**config.mk**
```make
export PLATFORM = sky130hd
export DESIGN_NAME = dma_modport
export DESIGN_NICKNAME = d
export VERILOG_FILES = /design/src/rtl/dma_reg_pkg.sv /design/src/rtl/dma_xfer_engine.sv /design/src/rtl/dma_modport.sv
export SDC_FILE = /design/constraint.sdc
export NUM_CORES = 1
export LEC_CHECK = 0
export CAP_MARGIN = 20
export CORE_MARGIN = 2
export CORE_UTILIZATION = 55
export DETAILED_ROUTE_END_ITERATION = 8
export GPL_TIMING_DRIVEN = 0
export PLACE_DENSITY = 0.74
export SKIP_CTS_REPAIR_TIMING = 1
export SYNTH_ARGS = -nofsm -noshare
export SYNTH_HDL_FRONTEND = slang
export SYNTH_HIERARCHICAL = 1
export SYNTH_SLANG_ARGS = --single-unit
```
**constraint.sdc**
```tcl
create_clock -name clk -period 5.6 [get_ports clk]
set_input_delay 1.4 -clock clk [delete_from_list [all_inputs] [get_ports clk]]
set_output_delay 1.4 -clock clk [all_outputs]
set_load 0.02 [all_outputs]
```
**src/rtl/dma_reg_pkg.sv**
```systemverilog
// Shared definitions for the dma_modport register block: register offsets,
// field positions, engine state encoding and reset values.
package dma_reg_pkg;

  localparam logic [5:0] OFF_INTR         = 6'h00;
  localparam logic [5:0] OFF_CTRL         = 6'h04;
  localparam logic [5:0] OFF_IO_ADDR      = 6'h08;
  localparam logic [5:0] OFF_MEM_ADDR     = 6'h0C;
  localparam logic [5:0] OFF_EXTRA_INFO   = 6'h10;
  localparam logic [5:0] OFF_STATUS       = 6'h14;
  localparam logic [5:0] OFF_XFER_COUNT   = 6'h18;
  localparam logic [5:0] OFF_DESC_ADDR    = 6'h1C;
  localparam logic [5:0] OFF_ERROR_STATUS = 6'h20;
  localparam logic [5:0] OFF_CONFIG       = 6'h24;
  localparam logic [5:0] REG_SPAN         = 6'h28;

  localparam int unsigned CTRL_START_BIT       = 0;
  localparam int unsigned CTRL_WCOUNT_LSB      = 1;
  localparam int unsigned CTRL_WCOUNT_MSB      = 15;
  localparam int unsigned CTRL_IO_MEM_BIT      = 16;
  localparam int unsigned CFG_AUTO_RESTART_BIT = 2;
  localparam int unsigned INTR_DONE_BIT        = 0;
  localparam int unsigned ERR_ZERO_LEN_BIT     = 0;
  localparam int unsigned ERR_START_BUSY_BIT   = 1;
  localparam int unsigned ERR_MISALIGNED_BIT   = 2;

  localparam int unsigned WCOUNT_W = 15;
  localparam int unsigned ERR_W    = 3;

  typedef enum logic [1:0] {
    IDLE = 2'd0,
    BUSY = 2'd1,
    DONE = 2'd2
  } dma_state_e;

  localparam logic [31:0]         RST_WORD   = 32'h0000_0000;
  localparam logic [15:0]         RST_HALF   = 16'h0000;
  localparam logic [WCOUNT_W-1:0] RST_WCOUNT = 15'h0000;
  localparam logic [3:0]          RST_CFG    = 4'h0;
  localparam logic [ERR_W-1:0]    RST_ERR    = 3'b000;

  function automatic logic [31:0] status_word(input dma_state_e st, input logic busy,
                                              input logic done, input logic error);
    return {24'h00_0000, 2'b00, st, 1'b0, error, done, busy};
  endfunction

endpackage

```
**src/rtl/dma_xfer_engine.sv**
```systemverilog
// Transfer-count engine: IDLE -> BUSY -> DONE FSM with the TRANSFER_COUNT
// counter; the transfer length is latched when a transfer is accepted.
module dma_xfer_engine
  import dma_reg_pkg::*;
(
  input  logic                clk,
  input  logic                rst,
  input  logic                start,
  input  logic [WCOUNT_W-1:0] len,
  input  logic                auto_restart,
  output dma_state_e          state,
  output logic [31:0]         xfer_count,
  output logic                busy,
  output logic                done
);

  dma_state_e          state_r, state_next_s;
  logic [WCOUNT_W-1:0] len_r;
  logic [31:0]         count_r;
  logic                done_r;
  logic                start_ok_s, last_beat_s, enter_busy_s;

  // Acceptance and end-of-transfer qualifiers.
  always_comb begin
    start_ok_s   = start && (len != RST_WCOUNT);
    last_beat_s  = ((count_r + 32'd1) == {17'd0, len_r});
    enter_busy_s = (state_r != BUSY) && (state_next_s == BUSY);
  end

  // State register.
  always_ff @(posedge clk or negedge rst) begin
    if (!rst) state_r <= IDLE;
    else      state_r <= state_next_s;
  end

  // Next-state logic; a start outside IDLE is ignored.
  always_comb begin
    state_next_s = state_r;
    case (state_r)
      IDLE:    if (start_ok_s)   state_next_s = BUSY; else state_next_s = IDLE;
      BUSY:    if (last_beat_s)  state_next_s = DONE; else state_next_s = BUSY;
      DONE:    if (auto_restart) state_next_s = BUSY; else state_next_s = IDLE;
      default: state_next_s = IDLE;
    endcase
  end

  // Length latch, beat counter and sticky done flag.
  always_ff @(posedge clk or negedge rst) begin
    if (!rst) begin
      len_r   <= RST_WCOUNT;
      count_r <= RST_WORD;
      done_r  <= 1'b0;
    end else begin
      if ((state_r == IDLE) && start_ok_s) len_r <= len;
      else                                 len_r <= len_r;
      if (enter_busy_s)           count_r <= 32'd0;
      else if (state_r == BUSY)   count_r <= count_r + 32'd1;
      else                        count_r <= count_r;
      if (enter_busy_s)                                     done_r <= 1'b0;
      else if ((state_r == BUSY) && (state_next_s == DONE)) done_r <= 1'b1;
      else                                                  done_r <= done_r;
    end
  end

  // Outputs.
  always_comb begin
    state      = state_r;
    xfer_count = count_r;
    busy       = (state_r == BUSY);
    done       = done_r;
  end

endmodule

```
**src/rtl/dma_modport.sv**
```systemverilog
// DMA control/status register block: decode, register storage and read mux.
// Define DMA_ERROR_REG_EN to implement the sticky ERROR_STATUS register.
module dma_modport
  import dma_reg_pkg::*;
#(
  parameter int                    DATA_WIDTH = 32,
  parameter int                    ADDR_WIDTH = 32,
  parameter logic [ADDR_WIDTH-1:0] BASE_ADDR  = 32'h0000_0400
) (
  input  logic                  clk,
  input  logic                  rst,
  input  logic [DATA_WIDTH-1:0] wdata,
  input  logic [ADDR_WIDTH-1:0] addr,
  input  logic                  wr_en,
  input  logic                  rd_en,
  output logic [DATA_WIDTH-1:0] rdata
);

  logic [ADDR_WIDTH-1:0] off_s;
  logic [5:0]            reg_off_s;
  logic in_win_s, aligned_s, hit_s, wr_hit_s;
  logic wr_intr_s, wr_ctrl_s, wr_io_s, wr_mem_s, wr_extra_s, wr_desc_s, wr_cfg_s;
  logic start_req_s, done_evt_s, error_s;
  logic [15:0] intr_set_s, intr_clr_s;
  logic [31:0] status_s, err_word_s;

  logic [15:0]           intr_status_r, intr_mask_r;
  logic [WCOUNT_W-1:0]   w_count_r;
  logic                  io_mem_r;
  logic [DATA_WIDTH-1:0] io_addr_r, mem_addr_r, extra_info_r, desc_addr_r;
  logic [3:0]            cfg_r;

  dma_state_e  eng_state_s;
  logic [31:0] xfer_count_s;
  logic        eng_busy_s, eng_done_s;

  // Address decode; addresses below BASE_ADDR wrap high and fall outside the window.
  always_comb begin
    off_s      = addr - BASE_ADDR;
    in_win_s   = (off_s < {{(ADDR_WIDTH-6){1'b0}}, REG_SPAN});
    aligned_s  = (off_s[1:0] == 2'b00);
    hit_s      = in_win_s && aligned_s;
    reg_off_s  = off_s[5:0];
    wr_hit_s   = wr_en && hit_s;
    wr_intr_s  = wr_hit_s && (reg_off_s == OFF_INTR);
    wr_ctrl_s  = wr_hit_s && (reg_off_s == OFF_CTRL);
    wr_io_s    = wr_hit_s && (reg_off_s == OFF_IO_ADDR);
    wr_mem_s   = wr_hit_s && (reg_off_s == OFF_MEM_ADDR);
    wr_extra_s = wr_hit_s && (reg_off_s == OFF_EXTRA_INFO);
    wr_desc_s  = wr_hit_s && (reg_off_s == OFF_DESC_ADDR);
    wr_cfg_s   = wr_hit_s && (reg_off_s == OFF_CONFIG);
    start_req_s = wr_ctrl_s && wdata[CTRL_START_BIT];
  end

  dma_xfer_engine u_engine (
    .clk          (clk),
    .rst          (rst),
    .start        (start_req_s),
    .len          (wdata[CTRL_WCOUNT_MSB:CTRL_WCOUNT_LSB]),
    .auto_restart (cfg_r[CFG_AUTO_RESTART_BIT]),
    .state        (eng_state_s),
    .xfer_count   (xfer_count_s),
    .busy         (eng_busy_s),
    .done         (eng_done_s)
  );

  // Interrupt status set/clear terms; the hardware set dominates a same-cycle W1C.
  always_comb begin
    done_evt_s = (eng_state_s == DONE);
    intr_set_s = {15'd0, done_evt_s};
    if (wr_intr_s) intr_clr_s = wdata[15:0];
    else           intr_clr_s = 16'h0000;
  end

  // Interrupt status register.
  always_ff @(posedge clk or negedge rst) begin
    if (!rst) intr_status_r <= RST_HALF;
    else      intr_status_r <= (intr_status_r & ~intr_clr_s) | intr_set_s;
  end

  // Plain read/write registers; start_dma is never stored so CTRL[0] reads 0.
  always_ff @(posedge clk or negedge rst) begin
    if (!rst) begin
      intr_mask_r  <= RST_HALF;
      w_count_r    <= RST_WCOUNT;
      io_mem_r     <= 1'b0;
      io_addr_r    <= RST_WORD;
      mem_addr_r   <= RST_WORD;
      extra_info_r <= RST_WORD;
      desc_addr_r  <= RST_WORD;
      cfg_r        <= RST_CFG;
    end else begin
      if (wr_intr_s) intr_mask_r <= wdata[31:16];
      if (wr_ctrl_s) begin
        w_count_r <= wdata[CTRL_WCOUNT_MSB:CTRL_WCOUNT_LSB];
        io_mem_r  <= wdata[CTRL_IO_MEM_BIT];
      end
      if (wr_io_s)    io_addr_r    <= wdata;
      if (wr_mem_s)   mem_addr_r   <= wdata;
      if (wr_extra_s) extra_info_r <= wdata;
      if (wr_desc_s)  desc_addr_r  <= wdata;
      if (wr_cfg_s)   cfg_r        <= wdata[3:0];
    end
  end

`ifdef DMA_ERROR_REG_EN
  logic [ERR_W-1:0] err_r, err_set_s, err_clr_s;

  // Error event detection and W1C mask; any access to a misaligned in-window address counts.
  always_comb begin
    err_set_s = RST_ERR;
    err_set_s[ERR_ZERO_LEN_BIT]   = start_req_s && (eng_state_s == IDLE) &&
                                    (wdata[CTRL_WCOUNT_MSB:CTRL_WCOUNT_LSB] == RST_WCOUNT);
    err_set_s[ERR_START_BUSY_BIT] = start_req_s && (eng_state_s == BUSY);
    err_set_s[ERR_MISALIGNED_BIT] = (wr_en || rd_en) && in_win_s && !aligned_s;
    if (wr_hit_s && (reg_off_s == OFF_ERROR_STATUS)) err_clr_s = wdata[ERR_W-1:0];
    else                                             err_clr_s = RST_ERR;
    error_s    = |err_r;
    err_word_s = {29'd0, err_r};
  end

  // Sticky error register; a new event beats a same-cycle clear.
  always_ff @(posedge clk or negedge rst) begin
    if (!rst) err_r <= RST_ERR;
    else      err_r <= (err_r & ~err_clr_s) | err_set_s;
  end
`else
  assign error_s    = 1'b0;
  assign err_word_s = RST_WORD;
`endif

  assign status_s = status_word(eng_state_s, eng_busy_s, eng_done_s, error_s);

  // Zero-wait read mux.
  always_comb begin
    rdata = {DATA_WIDTH{1'b0}};
    if (rd_en && hit_s) begin
      case (reg_off_s)
        OFF_INTR:         rdata = {intr_mask_r, intr_status_r};
        OFF_CTRL:         rdata = {15'd0, io_mem_r, w_count_r, 1'b0};
        OFF_IO_ADDR:      rdata = io_addr_r;
        OFF_MEM_ADDR:     rdata = mem_addr_r;
        OFF_EXTRA_INFO:   rdata = extra_info_r;
        OFF_STATUS:       rdata = status_s;
        OFF_XFER_COUNT:   rdata = xfer_count_s;
        OFF_DESC_ADDR:    rdata = desc_addr_r;
        OFF_ERROR_STATUS: rdata = err_word_s;
        OFF_CONFIG:       rdata = {28'd0, cfg_r};
        default:          rdata = {DATA_WIDTH{1'b0}};
      endcase
    end else begin
      rdata = {DATA_WIDTH{1'b0}};
    end
  end

endmodule

```
Yosys cells after proc, flatten, opt, wreduce, memory -nomap -nowiden
Index checks and enable logic that the tools add are counted.
Operators by class
  add/subtract/negate cells: 2
  bitwise gates (word level): 3
  equality and inequality tests: 14
  muxes and demuxes: 11
  magnitude comparators: 1
  reductions and logical operators: 21
Operator list (number)
  $pmux 32 s9: 1
  $mux 32: 3
  $add 32x1->32 const B: 1
  $eq 32x15->1: 1
  $lt 32x6->1 const B: 1
  $sub 32x11->32 const B: 1
  $eq 6x5->1 const B: 4
  $and 16x16->16: 1
  $mux 16: 1
  $not 16->16: 1
  $or 16x1->16: 1
  $logic_and 1x1->1: 15
  $reduce_bool 15->1: 1
  $eq 6x4->1 const B: 2
  $eq 6x3->1 const B: 1
  $eq 6x6->1 const B: 1
  $logic_not 6->1: 1
  $pmux 2 s3: 1
  $eq 2x1->1 const B: 2
  $eq 2x2->1 const B: 2
  $logic_not 2->1: 2
  $mux 1: 4
  $reduce_bool 2->1: 2
  $mux 2: 1
  $ne 2x1->1 const B: 1
Storage, ports and cells
  word-level logic and storage cells: 65
  bits in registers: 230
  input port bits: 68

Logic depth before layout (Yosys ltp)
Gate-level depths: netlist of run 1.
  word-level depth: 13
  mapped depth: 13
  gate-level depth less buffers: 10

Cells and area by module
The synthesis of run 1 kept the hierarchy.
By module, submodules not included
  dma_modport: seq. area each 4504.3 µm², area an instance 8947.3 µm², cells each 686, times used 1
  dma_xfer_engine: seq. area each 1251.2 µm², area an instance 3140.5 µm², cells each 345, times used 1

Worst setup path after synthesis of run 1
No wires, ideal clock.
  path type: input-to-output
  start point: input addr[15]
  end point: output rdata[27]
  cell stages on the path: 6
  setup slack: 0.025 ns
  arrival time: 4.175 ns
  data required time: 4.200 ns
  path through: or4_4 > o41ai_1 > a31oi_2 > a21o_2 > clkbuf_1 > a2111oi_0
Between the ends
  longest elaborated chain between the ends: 5
RTL lines
  start: declaration: line dma_modport.sv:13  | input logic [ADDR_WIDTH-1:0] addr,
  $sub 32x11->32: line dma_modport.sv:39  | off_s = addr - BASE_ADDR;
  $lt 32x6->1: line dma_modport.sv:40  | in_win_s = (off_s < {{(ADDR_WIDTH-6){1'b0}}, REG_SPAN});
  $logic_and 1x1->1: line dma_modport.sv:42  | hit_s = in_win_s && aligned_s;
  $logic_and 1x1->1: line dma_modport.sv:137  | if (rd_en && hit_s) begin
  $mux 32: line dma_modport.sv:137
  end: declaration: line dma_modport.sv:16  | output logic [DATA_WIDTH-1:0] rdata
No other way between the ends.

Worst setup path in the final report of run 1
  start point: input addr[3]
  end point: output rdata[31]
Between the ends
  longest elaborated chain between the ends: 5
  elaborated cells on any way between the ends: 15
RTL lines (line)
  $sub 32x11->32 *: dma_modport.sv:39
  $lt 32x6->1: dma_modport.sv:40
  $logic_and 1x1->1: dma_modport.sv:42
  $logic_and 1x1->1: dma_modport.sv:137
  $mux 32 *: dma_modport.sv:137
Every way passes the cells marked *; elsewhere a longest branch is shown, timed or not.

==> results of run 1 <==
## cell type report
class | count | area, um^2
buffer | 81 | 546
clock buffer | 34 | 709
clock inverter | 7 | 100
fill | 1593 | 7090
inverter | 10 | 37.5
multi-input combinational | 708 | 6030
sequential | 230 | 5760
tap | 280 | 350
timing repair buffer | 118 | 1060
## layout by cell type (no fill, tap or decap), types with 17 or more instances in the layout
master	synthesis	routed
a21oi_1	27	27
clkbuf_2	2	37
clkbuf_16	0	25
xnor2_1	19	19
nor2_1	32	31
a222oi_1	29	29
dfrtp_1	230	230
nand3_1	42	42
clkbuf_1	51	27
buf_4	6	26
mux2_2	162	162
nand4_1	17	17
nor4_1	28	18
o21ai_0	55	55
nand2_1	42	42
clkdlybuf4s50_1	0	65
## state kept, by name, summed over array words and instances, names as in the netlist
name                 cells
intr_status_r           16
u_engine/len_r          15
w_count_r               15
io_mem_r                 1
desc_addr_r             32
cfg_r                    4
io_addr_r               32
u_engine/done            1
u_engine/xfer_count     32
intr_mask_r             16
extra_info_r            32
u_engine/state           2
mem_addr_r              32
## layer usage
metal  wire, um  up-vias
met4        931        0
li1           -     4260
met3       3110       76
met1      14800     4798
met2      16400      436
met5          0        -
## final timing paths
kind / from / endpoint / cells past startpoint
min in group asynchronous: rst / u_engine/xfer_count[25]$_DFFE_PN0P_ / 1
worst min-delay path: desc_addr_r[7]$_DFFE_PN0P_ / desc_addr_r[7]$_DFFE_PN0P_ / 1
worst max register to register: u_engine/xfer_count[0]$_DFFE_PN0P_ / u_engine/done$_DFFE_PN0P_ / 10
worst max-delay path: addr[3] / rdata[31] / 9
max in group asynchronous: rst / w_count_r[7]$_DFFE_PN0P_ / 3
worst min register to register: desc_addr_r[7]$_DFFE_PN0P_ / desc_addr_r[7]$_DFFE_PN0P_ / 1
## power by group through the flow
stage | sequential (mW) | clock, mW | combinational, mW
floorplan | 1.69 | 0 | 0.0374
global placement | 1.69 | 0 | 0.162
detailed placement | 1.69 | 0 | 0.168
CTS | 1.66 | 1.66 | 0.169
global route | 1.66 | 1.73 | 0.195
finish | 1.66 | 1.65 | 0.181
## logic make-up (layout without fill, tap and decap cells)
family	count (synthesis)	in the layout	synth area share
and+or+nand+nor	251	251	0.123
AOI/OAI and AO/OA	241	241	0.157
DFF	230	230	0.476
muxes	188	188	0.178
buffers and inverters	93	250	0.0447
xor gates and xnor gates	27	27	0.0196
adders and majority gates	1	1	0.00103
==> summary.md, run 1 <==
| Metric | Value |
|---|---|
| Slew @ Worst Pin | 1.09 ns |
| Buf/Inv on CP | 4 |
| Num ports | 100 |
| Met2 GRT Util | 0.467 |
| Fin crit period | 5.59 ns |
| Placement Setup Slack | -1.59 ns |
| Initial core utilization | 0.557 |
| DIE WIDTH | 152 um |
| Total wire length | 35.2 mm |
| Largest area contributor in the netlist | dfrtp_1 |
| Seq cells post-synth | 230 |
| DRC violations left | 0 |
| Clock power frac | 0.473 |
| CP arrival | 4.19 ns |
| P_leak | 6.48 nW |
| Crit. End Element | output port |
| Vias in the first global route | 9,480 |
| Core region area | 0.0217 mm^2 |
| Clock-pin transition on the worst setup and hold timing paths | 0.06 ns |
| Cells after Synth | 1,031 |
| Final worst-path cycle share | 0.998 |
| Sum of negative setup slack | 0 ns |
| Core Util, Final | 0.673 |
| Cell family with most CP delay | buffers and inverters |
| Placed insts | 1,412 |
| Critical Path RT | 4.20 ns |
| # rows | 54 |
| CTS sink cnt | 230 |
| H-Tree Level Count | 1 |
| M3 GR Usage | 0.0515 |
| DIE AREA | 0.0232 mm^2 |
| Longest Clk Path Bufs | 3 |
| Tot GR Track Use | 0.297 |
| Antenna violations before repair | 0 |
| Final Max Tran Viols | 0 |
| Post-synth top area share | 0.476 |
| Final HPWL DP | 24.8 mm |
| First-pass GRT wire length | 54.7 mm |
| Hold crit path type | reg2reg |
| Drt pass-1 iters | 8 |
| FMAX | 179 MHz |
| Final cell count without fillers | 1,468 |
| Worst-path maximum fanout | 10 |
| CTS root buffer | clkbuf_16 |
| Worst Skew | 0.00763 ns |
| Die Span Y | 152 um |
| Fin nets | 1,243 |
| GP Congestion | 0.934 |
| Outcome | finished, final reports clean |
| Max rail drop VDD | 0.260 mV |
| Synth top area cells | dfrtp_1 48%, mux2_2 15%, a222oi_1 2.4%, o21ai_0 2.3%, nand3_1 1.7% |
| Worst-Skew Late Latency | 0.53 ns |
| Met1 GRT Util | 0.431 |
| Number of setup violations in the final report | 0 |
| Reg-to-reg slack, setup | 1.97 ns |
| Synthesized cell area | 0.0121 mm^2 |
| PD cells | 239 mW/mm^2 |
| Final Hold Vio Count | 0 |
| Most used cell, CP | buf_2 |
| Switching share of power | 0.227 |
| P_sw | 794 uW |
| Share of total power in sequential cells | 0.476 |
| Syn avg cell area | 11.7 um^2 |
| Layout cells sized above 1 | 0.311 |
| P&R area growth vs syn | 20.7% |
| Critical path cell sequence | clkdlybuf4s50_1, nor3b_1, buf_2, and3_1, buf_2, a222oi_1, o21a_1, a2111oi_2, dlymetal6s2s_1 |
| Post-synthesis cell type count | 78 |
| Power Total | 3.49 mW |
| Post-route ant nets | 0 |
| Max-slew headroom | 0.275 |
| Hold_ws | 0.483 ns |
| Most instantiated cells after synthesis | 230 x dfrtp_1, 162 x mux2_2, 55 x o21ai_0, 51 x clkbuf_1 |
| RSZ-0062 raised after global routing | true |
| Pint | 2.70 mW |
| Most Crowded Layer GR | met2 |
| Synth warnings | 6 |
| Cell area after layout | 0.0146 mm^2 |
| Combinational Power Share | 0.052 |
| Syn_nets | 1,100 |
| Placed cell areas | 0.0135 mm^2 |
| Via/cell ratio | 6.52 |
| Slowest CP cell | clkdlybuf4s50_1 |
| Routed wire length per instance | 24.0 um |
| Top_reg_cell synth | dfrtp_1 |
| Port Buffers | 99 |
| CTS tree | yes |
| CP Class | in2out |
| Vias after detailed routing | 9,570 |
| Sequential fraction of the synthesis area | 0.476 |
| Critical path startpoint category | primary input |
| Num CTS Buffers | 25 |
| Diode count | 0 |
| Post-synth EDFFs | 0 |
| Pin count of the biggest net entering global routing | 103 |
| Fin worst setup slack | 0.0120 ns |
| Total grt overflow | 0 |
| Most frequent cell after synthesis | dfrtp_1 |
| Max cap viols | 0 |
| Crit-path max cell delay | 0.61 ns |
| DR iter-0 viols | 880 |
| Ys async rst share | 1.00 |
Power figures use the tool's default switching activity.
==> run 2, diff against run 1 <==
--- a/config.mk
+++ b/config.mk
@@ -7,10 +7,10 @@
 export LEC_CHECK = 0
 export CAP_MARGIN = 20
 export CORE_MARGIN = 2
-export CORE_UTILIZATION = 55
+export CORE_UTILIZATION = 59
 export DETAILED_ROUTE_END_ITERATION = 8
 export GPL_TIMING_DRIVEN = 0
-export PLACE_DENSITY = 0.74
+export PLACE_DENSITY = 0.79
 export SKIP_CTS_REPAIR_TIMING = 1
 export SYNTH_ARGS = -nofsm -noshare
 export SYNTH_HDL_FRONTEND = slang
==> run 2 against run 1 <==
The run now ends with setup timing left. Sequential power hardly changed. Non-clock buffer count up 3. Cell count fell by 0.14%. Clock power grew 15%. Sequential cell count unchanged. Hold slack got worse by 0.0025 ns. Register-to-register slack hardly changed. Via count rose by 2.5%. Total power up 6.7%. Cell area up 1.2%. Largest power group is now clock.
==> summary.md, run 2 (synthesis results as in run 1) <==
| Metric | Value |
|---|---|
| Final HPWL DP | 24.4 mm (-1.6%) |
| Worst-Skew Late Latency | 0.54 ns (about the same) |
| Clock-pin transition on the worst setup and hold timing paths | 0.06 ns (about the same) |
| Max cap viols | 0 (unchanged) |
| Post-route ant nets | 0 (unchanged) |
| FMAX | 178 MHz (-0.28%) |
| Num CTS Buffers | 25 (unchanged) |
| Outcome | complete, but fails checks |
| Initial core utilization | 0.599 (+0.0420) |
| Worst Skew | 0.0124 ns (+0.00476 ns) |
| Port Buffers | 99 (unchanged) |
| Fin nets | 1,246 (+0.24%) |
| GP Congestion | 0.915 (-2.0%) |
| DIE AREA | 0.0216 mm^2 (-6.6%) |
| Hold crit path type | reg2reg |
| Vias in the first global route | 9,507 (+0.28%) |
| Antenna violations before repair | 0 (unchanged) |
| P_leak | 6.73 nW (+3.9%) |
| Final Hold Vio Count | 0 (unchanged) |
| Crit. End Element | output port |
| Hold Path Depth | 1 (unchanged) |
| # rows | 52 (-3.7%) |
| Commonest non-fill, non-tap cell in the layout | dfrtp_1 |
| PD cells | 253 mW/mm^2 (+5.5%) |
| Total wire length | 35.3 mm (+0.16%) |
| Worst-path maximum fanout | 10 (unchanged) |
| Final cell count without fillers | 1,466 (-0.14%) |
| CP Class | in2out |
| P&R area growth vs syn | 22.2% |
| CP arrival | 4.20 ns (about the same) |
| Tot GR Track Use | 0.319 (+0.0213) |
| Most frequent cells in the layout | 230 x dfrtp_1, 162 x mux2_2, 65 x clkdlybuf4s50_1 |
| Placement Setup Slack | -1.58 ns (+0.0143 ns) |
| Layout cells sized above 1 | 0.306 (-0.00459) |
| Failing checks | setup timing |
| Core region area | 0.0202 mm^2 (-7.0%) |
| Die Span Y | 147 um (-3.4%) |
| Fillers | 1,385 (-13%) |
| H-Tree Level Count | 1 (unchanged) |
| RSZ-0062 raised after global routing | true |
| Number of setup violations in the final report | 1 (+1) |
| Fin crit period | 5.60 ns (+0.0158 ns) |
| Pin count of the biggest net entering global routing | 114 (+11%) |
| DR iter-0 viols | 1,114 (+27%) |
| Max-slew headroom | 0.437 (+0.163) |
| Num ports | 100 (unchanged) |
| Vias after detailed routing | 9,806 (+2.5%) |
| Critical Path RT | 4.20 ns (about the same) |
| Final worst-path cycle share | 1.00 (+0.00282) |
| Placed insts | 1,402 (-0.71%) |
| R2r worst-path depth | 10 (unchanged) |
| Power Total | 3.73 mW (+6.7%) |
| Max rail drop VDD | 0.286 mV (+10%) |
| Critical path startpoint category | primary input |
| Drt pass-1 iters | 7 (-1) |
| CTS root buffer | clkbuf_16 |
| Via/cell ratio | 6.69 (+2.6%) |
| First-pass GRT wire length | 53.8 mm (-1.6%) |
| FF/Latch Area | 0.00576 mm^2 (unchanged) |
| DIE WIDTH | 147 um (-3.4%) |
| Slew @ Worst Pin | 0.837 ns (-0.251 ns) |
| Longest Clk Path Bufs | 3 (unchanged) |
| Diode count | 0 (unchanged) |
| Final Max Tran Viols | 0 (unchanged) |
| Routed wire length per instance | 24.1 um (+0.30%) |
| DRC violations left | 0 (unchanged) |
| Fin worst setup slack | -0.00384 ns (-0.0158 ns) |
| CTS sink cnt | 230 (unchanged) |
| Total grt overflow | 0 (unchanged) |
| Multi-input logic area | 0.00598 mm^2 (-0.83%) |
| CTS tree | yes |
run 2: area by class of cell:
class	count	share of cell area
well taps	270	0.0229
plain buffers	81	0.0371
multi-input cells	708	0.405
clock buffers	32	0.0482
clock inverters	14	0.0161
repair buffers	121	0.0784
flip-flops and latches	230	0.390
inverters	10	0.00254
run 2: power by group:
group	total [mW]	internal, mW	switching, mW
clock network	1.89	1.18	0.707
registers	1.66	1.66	0.00000000158
logic	0.183	0.0641	0.119
total	3.73	2.90	0.825
run 2: worst max-delay path, cell delays in order:
cell and delay [ns]:
clkdlybuf4s50_1 0.43, or4_4 0.58, nor4_4 0.29, a31oi_1 0.15, nand4b_1 0.27, buf_4 0.24
clkbuf_4 0.23, a2111oi_2 0.37, buf_2 0.24
run 2: metal layers:
layer	global-route usage	vias to the layer above	part of all wire
li1	-	4271	-
met1	0.451	4940	0.40
met2	0.504	506	0.47
met3	0.0525	89	0.093
met4	0.111	0	0.030
met5	0	-	0
run 2: path summary, 6_finish.rpt:
path | to | start | slack (ns)
setup / recovery | rdata[26] | addr[15] | -0.004
hold reg to reg | desc_addr_r[3]$_DFFE_PN0P_ | desc_addr_r[3]$_DFFE_PN0P_ | 0.48
max in group asynchronous | desc_addr_r[7]$_DFFE_PN0P_ | rst | 3.67
hold / removal | desc_addr_r[3]$_DFFE_PN0P_ | desc_addr_r[3]$_DFFE_PN0P_ | 0.48
setup reg to reg | u_engine/done$_DFFE_PN0P_ | u_engine/xfer_count[0]$_DFFE_PN0P_ | 1.97
min in group asynchronous | u_engine/xfer_count[28]$_DFFE_PN0P_ | rst | 0.68
run 2: metrics by stage:
| stage | cell area, um^2 | hold slack [ns] | setup TNS [ns] | utilization |
|---|---|---|---|---|
| 3_5_place_dp | 13500 | 0.473 | -42.52 | 0.668 |
| 3_3_place_gp | 13400 | 0.463 | -1560.73 | 0.665 |
| 2_1_floorplan | 12100 | 0.452 | 0 | - |
| 4_1_cts | 14400 | 0.486 | -37.38 | 0.715 |
| 5_1_grt | 14800 | 0.508 | -0.243 | 0.732 |
| 6_report | 14800 | 0.480 | -0.00384 | 0.732 |
